[src/rtl/serial_mag_comparator_pkg.sv]
// Shared types for the bit-serial magnitude comparator: verdict and FSM state
// encodings plus the verdict-to-flag decode used to drive gt/eq/lt.
package cmp_pkg;

  typedef enum logic [1:0] {
    EQ = 2'd0,
    GT = 2'd1,
    LT = 2'd2
  } cmp_result_t;

  typedef enum logic {
    IDLE  = 1'b0,
    SHIFT = 1'b1
  } state_t;

  typedef struct packed {
    logic gt;
    logic eq;
    logic lt;
  } cmp_flags_t;

  // Encoding 2'd3 is unused; it decodes to "no result" rather than a false verdict.
  function automatic cmp_flags_t decode_result(cmp_result_t r);
    cmp_flags_t f;
    f = '0;
    case (r)
      EQ:      f.eq = 1'b1;
      GT:      f.gt = 1'b1;
      LT:      f.lt = 1'b1;
      default: f = '0;
    endcase
    return f;
  endfunction

endpackage

[src/rtl/serial_mag_comparator_if.sv]
// Serial bit link and verdict bus between a bit source and the comparator.
interface serial_mag_comparator_if #(
  parameter int WIDTH = 8,
  parameter int CNT_W = $clog2(WIDTH)
);
  logic             start;
  logic             bit_valid;
  logic             x_in;
  logic             y_in;
  logic             busy;
  logic             done;
  logic             gt;
  logic             eq;
  logic             lt;
  logic [CNT_W-1:0] bit_count;

  modport master (
    output start, bit_valid, x_in, y_in,
    input  busy, done, gt, eq, lt, bit_count
  );

  modport slave (
    input  start, bit_valid, x_in, y_in,
    output busy, done, gt, eq, lt, bit_count
  );
endinterface

[src/rtl/bit_cmp_step.sv]
// One-bit compare step: folds a single (x,y) bit pair into the running verdict.
module bit_cmp_step
  import cmp_pkg::*;
#(
  parameter int MSB_FIRST = 1
) (
  input  cmp_result_t verdict_i,
  input  logic        x_i,
  input  logic        y_i,
  output cmp_result_t verdict_o
);

  always_comb begin
    verdict_o = verdict_i;
    if (x_i != y_i) begin
      // MSB first: the earliest difference is the most significant, so freeze it.
      // LSB first: later differences are more significant, so they overwrite.
      if ((MSB_FIRST == 0) || (verdict_i == EQ)) begin
        verdict_o = x_i ? GT : LT;
      end
    end
  end

endmodule

[src/rtl/serial_mag_comparator.sv]
// Bit-serial magnitude comparator: consumes WIDTH (x,y) bit pairs after a start
// and reports a registered one-hot gt/eq/lt verdict with a one-cycle done pulse.
module serial_mag_comparator
  import cmp_pkg::*;
#(
  parameter int WIDTH     = 8,
  parameter int MSB_FIRST = 1,
  parameter int CNT_W     = $clog2(WIDTH)
) (
  input  logic                    clk,
  input  logic                    rst,
  serial_mag_comparator_if.slave  bus
);

  localparam logic [CNT_W-1:0] LAST_IDX = CNT_W'(WIDTH - 1);

  state_t           state_q,   state_d;
  logic [CNT_W-1:0] cnt_q,     cnt_d;
  cmp_result_t      verdict_q, verdict_d;
  cmp_flags_t       flags_q,   flags_d;
  logic             done_q,    done_d;
  cmp_result_t      step_verdict;

  bit_cmp_step #(
    .MSB_FIRST (MSB_FIRST)
  ) u_step (
    .verdict_i (verdict_q),
    .x_i       (bus.x_in),
    .y_i       (bus.y_in),
    .verdict_o (step_verdict)
  );

  always_comb begin
    state_d   = state_q;
    cnt_d     = cnt_q;
    verdict_d = verdict_q;
    flags_d   = flags_q;
    done_d    = 1'b0;
    case (state_q)
      IDLE: begin
        if (bus.start) begin
          state_d   = SHIFT;
          cnt_d     = '0;
          verdict_d = EQ;
          flags_d   = decode_result(EQ);
        end
      end
      SHIFT: begin
        // Stalls (bit_valid low) hold every register; start is ignored here.
        if (bus.bit_valid) begin
          verdict_d = step_verdict;
          flags_d   = decode_result(step_verdict);
          if (cnt_q == LAST_IDX) begin
            state_d = IDLE;
            done_d  = 1'b1;
          end else begin
            cnt_d = cnt_q + CNT_W'(1);
          end
        end
      end
      default: state_d = IDLE;
    endcase
  end

  always_ff @(posedge clk or posedge rst) begin
    if (rst) begin
      state_q   <= IDLE;
      cnt_q     <= '0;
      verdict_q <= EQ;
      flags_q   <= '0;
      done_q    <= 1'b0;
    end else begin
      state_q   <= state_d;
      cnt_q     <= cnt_d;
      verdict_q <= verdict_d;
      flags_q   <= flags_d;
      done_q    <= done_d;
    end
  end

  assign bus.busy      = (state_q == SHIFT);
  assign bus.done      = done_q;
  assign bus.gt        = flags_q.gt;
  assign bus.eq        = flags_q.eq;
  assign bus.lt        = flags_q.lt;
  assign bus.bit_count = cnt_q;

endmodule

[src/flat_wrapper.sv]
// flat-port wrapper written by rule: the top's interface ports become plain ports
module serial_mag_comparator_flat import cmp_pkg::*;
#(
  parameter int WIDTH     = 8,
  parameter int MSB_FIRST = 1,
  parameter int CNT_W     = $clog2(WIDTH)
)
  (clk, rst, bus_start, bus_bit_valid, bus_x_in, bus_y_in, bus_busy, bus_done, bus_gt, bus_eq, bus_lt, bus_bit_count);
  serial_mag_comparator_if #(.WIDTH(WIDTH), .CNT_W(CNT_W)) bus_i ();
  input  logic clk;
  input  logic rst;
  input wire logic [$bits(bus_i.start)-1:0] bus_start;
  input wire logic [$bits(bus_i.bit_valid)-1:0] bus_bit_valid;
  input wire logic [$bits(bus_i.x_in)-1:0] bus_x_in;
  input wire logic [$bits(bus_i.y_in)-1:0] bus_y_in;
  output wire logic [$bits(bus_i.busy)-1:0] bus_busy;
  output wire logic [$bits(bus_i.done)-1:0] bus_done;
  output wire logic [$bits(bus_i.gt)-1:0] bus_gt;
  output wire logic [$bits(bus_i.eq)-1:0] bus_eq;
  output wire logic [$bits(bus_i.lt)-1:0] bus_lt;
  output wire logic [$bits(bus_i.bit_count)-1:0] bus_bit_count;
  assign bus_i.start = bus_start;
  assign bus_i.bit_valid = bus_bit_valid;
  assign bus_i.x_in = bus_x_in;
  assign bus_i.y_in = bus_y_in;
  assign bus_busy = bus_i.busy;
  assign bus_done = bus_i.done;
  assign bus_gt = bus_i.gt;
  assign bus_eq = bus_i.eq;
  assign bus_lt = bus_i.lt;
  assign bus_bit_count = bus_i.bit_count;
  serial_mag_comparator #(.WIDTH(WIDTH), .MSB_FIRST(MSB_FIRST), .CNT_W(CNT_W)) u_core (.clk(clk), .rst(rst), .bus(bus_i));
endmodule
[config.mk]
export PLATFORM = sky130hd
export DESIGN_NAME = serial_mag_comparator_flat
export DESIGN_NICKNAME = d
export VERILOG_FILES = /design/src/rtl/serial_mag_comparator_pkg.sv /design/src/rtl/serial_mag_comparator_if.sv /design/src/rtl/bit_cmp_step.sv /design/src/rtl/serial_mag_comparator.sv /design/src/flat_wrapper.sv
export SDC_FILE = /design/constraint.sdc
export NUM_CORES = 1
export LEC_CHECK = 0
export BUFFER_PORTS_ARGS = -buffer_cell sky130_fd_sc_hd__buf_2
export CORE_MARGIN = 8
export CORE_UTILIZATION = 30
export DETAILED_ROUTE_END_ITERATION = 12
export REMOVE_ABC_BUFFERS = 1
export SYNTH_ARGS = -nofsm -noshare
export SYNTH_HDL_FRONTEND = slang
export SYNTH_HIERARCHICAL = 1
export SYNTH_SLANG_ARGS = --single-unit
[constraint.sdc]
create_clock -name clk -period 1.2 [get_ports clk]
set_input_delay 0.18 -clock clk [delete_from_list [all_inputs] [get_ports clk]]
set_output_delay 0.18 -clock clk [all_outputs]
set_load 0.02 [all_outputs]
==> results_dict.tcl <==
set metrics [dict create \
    critPathCaptureType "flip-flop" \
    status "complete, but fails checks" \
    synth_top_flop_cell "dfrtp_1" \
    post_synth.cell_area_avg_um2 11.2 \
    timing.critical_path.to "u_core/bus.eq$_DFFE_PP0P_" \
    final-hold-violation-count 0 \
    area.growth.synth_to_final_pct 38.7 \
    maximum_number_of_pins_on_one_net_before_global_route_repair 13 \
    yosys_synthesis_warning_count 6 \
    clock_tree_from_tritoncts "done" \
    data_arrival_time_of_the_worst_path_ns 1.40 \
    design.core.area_mm2 0.00173 \
    finalWirelength_um 1260 \
    initial_standard_cell_utilization_of_the_core_pct 31.7 \
    tritoncts_buffers 3 \
    grt_setup_unrepaired "yes" \
    antenna_violations_before_repair 0 \
    p_leak_nw 0.366 \
    r2r_end "u_core/bus.eq$_DFFE_PP0P_" \
    final_antenna_net_count 0 \
    row_count 15 \
    ys_seq_elements 10 \
    synthesis.instances 49 \
    fin_nets 82 \
    fin_worst_hold_slack_ns 0.248 \
    route.vias.total 475 \
    die_h_um 58.7 \
    crit_type "flip-flop to flip-flop" \
    antenna-diode-count 0 \
    detailedRoute.firstIterationViolations 1 \
    path_clk_slew_ns 0.06 \
    maxSlewViolCount 0 \
    globalplace.congestion 0.818 \
    worstSkewPairLatency_ns 0.26 \
    min_period_ns 1.22 \
    syn_area_um2 547 \
    crit_start "u_core/verdict_q[1]$_DFFE_PP0P_" \
    cp-start-kind "flip-flop" \
    layout.cell_area.non_filler_um2 758 \
    floorplan.io_pins 14 \
    totalNegativeSetupSlack_ns -0.0581 \
    die_outline_area_mm2 0.00344 \
    setup_viol_count_final 4 \
    rr_worst_depth 4 \
    required_ns 1.38 \
    route.top_layer_used "met4" \
    fin_total_pwr_mw 1.64 \
    number_of_global_route_vias_before_repair 475 \
    p_per_area_mw_per_mm2 2160 \
    synth-edff-count 0 \
    placement.setup.worst_slack_ns -0.0814 \
    total_track_usage_pct 8.18 \
    post_drt_wl_per_cell_um 12.9 \
    slew_headroom_pct 73.9 \
    synth-async-reset-ratio_pct 100 \
    clock_path_buffers 2 \
    firstDrtPassIters 2 \
    synth_top_cells_by_area "dfrtp_1 46%, or3b_1 6.4%, nand4b_1 4.8%" \
    fin_crit_sh_pct 102 \
    drv.max_cap_violation_count 0 \
    met2_routed_length_um 549 \
    numPortBuffers 13 \
    regToRegSetupSlack_ns -0.02 \
    dpl-instance-area_um2 679 \
    cts_num_sinks 10 \
    failed_checks "negative setup slack" \
    dpl.hpwl_um 949 \
    setup_ws_ns -0.0232 \
    globalRoute.totalOverflow 0 \
    cts_max_level 1 \
    drt-met1-wl_um 587 \
    timing.rr.start "u_core/verdict_q[1]$_DFFE_PP0P_" \
    die_w_um 58.7 \
    crit_path_max_fanout 3 \
    post-synth-top-area-fraction_pct 45.8 \
    remaining_drc_errors 0 \
    tightestPinTransition_ns 0.391 \
    hold_path.class "primary input to flip-flop" \
    via_per_inst 4.90 \
    maxClockFrequency_mhz 818 \
    clock_skew_ns 0.00127 \
    synth.lib_cells_used.distinct 27 \
    post_route_cells_drive_above_1_share_pct 45.8 \
    grt_pass1_wl_um 2130 \
    ctsRootBufferMaster "clkbuf_4" \
    vdd_ir_drop_max_uv 888 \
    yosysTopAreaCell "dfrtp_1" \
    layout_filler_cell_count 186 \
    synth_seq_area_share_pct 45.8 \
    wl_met3_um 108 \
]
## critical path: stages (launching register included)
cell and delay [ns]:
dfrtp_1 0.37, nor3b_1 0.05, or2_1 0.21, or3b_1 0.36
a31oi_1 0.16
## Yosys cell counts, types with 2 or more instances
cell type / n
or3b_1: 4
o211ai_2: 2
nand2_1: 3
nand2b_1: 2
nand4b_1: 3
nor2_1: 3
ha_1: 2
nand3_1: 2
dfrtp_1: 10
## final cells by class
class	count	area, µm²	area share, %
Inverter	1	3.75	0.495
Sequential cell	10	250	33.0
Timing Repair Buffer	23	153	20.1
Multi-Input combinational cell	35	298	39.3
Tap cell	25	31.3	4.13
Clock buffer	3	22.5	2.97
## power breakdown
| part | internal, mW | total [mW] | switching, mW |
|---|---|---|---|
| clock | 0.115 | 0.219 | 0.104 |
| combinational | 0.434 | 0.859 | 0.425 |
| sequential | 0.469 | 0.560 | 0.0918 |
## cell families (layout without fill, tap and decap cells)
logic type	after synthesis	count (layout)	share of synthesized area [%]
and+or+nand+nor	24	24	28.8
DFF	10	10	45.8
AOI/OAI and AO/OA	8	8	14.0
buffers and inverters	4	27	5.03
adders and majority gates	2	2	4.58
muxes	1	1	1.83
## per-layer routing
metal | up-vias | GRT usage (%)
met5 | - | 0
met4 | 0 | 4.10
met3 | 2 | 4.57
met2 | 12 | 12.9
met1 | 231 | 8.58
li1 | 230 | -
## flip-flops by register name, indices dropped and copies added, names as in the netlist
signal and count:
u_core/bus.lt 1, u_core/bus.busy 1, u_core/bus.eq 1, u_core/bus.gt 1, u_core/bus.bit_count 3, u_core/bus.done 1, u_core/verdict_q 2
## per-stage QoR
stage / cells / utilization (%)
floorplan: 46 / -
global placement: 92 / 39.3
detailed placement: 92 / 39.3
CTS: 96 / 42.2
global route: 97 / 43.9
finish: 97 / 43.9
## cells in the final DEF (no fill, tap or decap), drive strengths merged
| master | n |
|---|---|
| and3 | 1 |
| o221ai | 1 |
| o2bb2ai | 1 |
| nand4b | 3 |
| a21o | 1 |
| nand3b | 1 |
| buf | 22 |
| nand2 | 3 |
| or2 | 1 |
| dfrtp | 10 |
| nor3 | 1 |
| nand4bb | 1 |
| clkbuf | 3 |
| nor2 | 3 |
| dlygate4sd3 | 1 |
| nand2b | 2 |
| a31oi | 1 |
| a21bo | 1 |
| nand3 | 2 |
| a32o | 1 |
| inv | 1 |
| mux2i | 1 |
| and2b | 1 |
| o211ai | 2 |
| ha | 2 |
| or3b | 4 |
| nor3b | 1 |
## how the worst min path moves through the flow
stage,startpoint,endpoint,cells after the start
2_1_floorplan,rst,u_core/bus.bit_count[0]$_DFFE_PP0P_,1
5_1_grt,bus_start,u_core/bus.busy$_DFF_PP0_,3
3_5_place_dp,rst,u_core/bus.lt$_DFFE_PP0P_,2
6_report,bus_start,u_core/bus.busy$_DFF_PP0_,3
4_1_cts,bus_start,u_core/bus.busy$_DFF_PP0_,3
3_3_place_gp,rst,u_core/bus.lt$_DFFE_PP0P_,2
## timing repair
action                                  4_1_cts  5_1_grt
hold endpoints to repair                     10        0
setup buffers                                 0        1
pin swaps                                     1        4
gates resized for setup                       4        6
endpoints found under the setup margin        5        6
hold buffers                                  1        0
(Power assumes the default switching activity.)
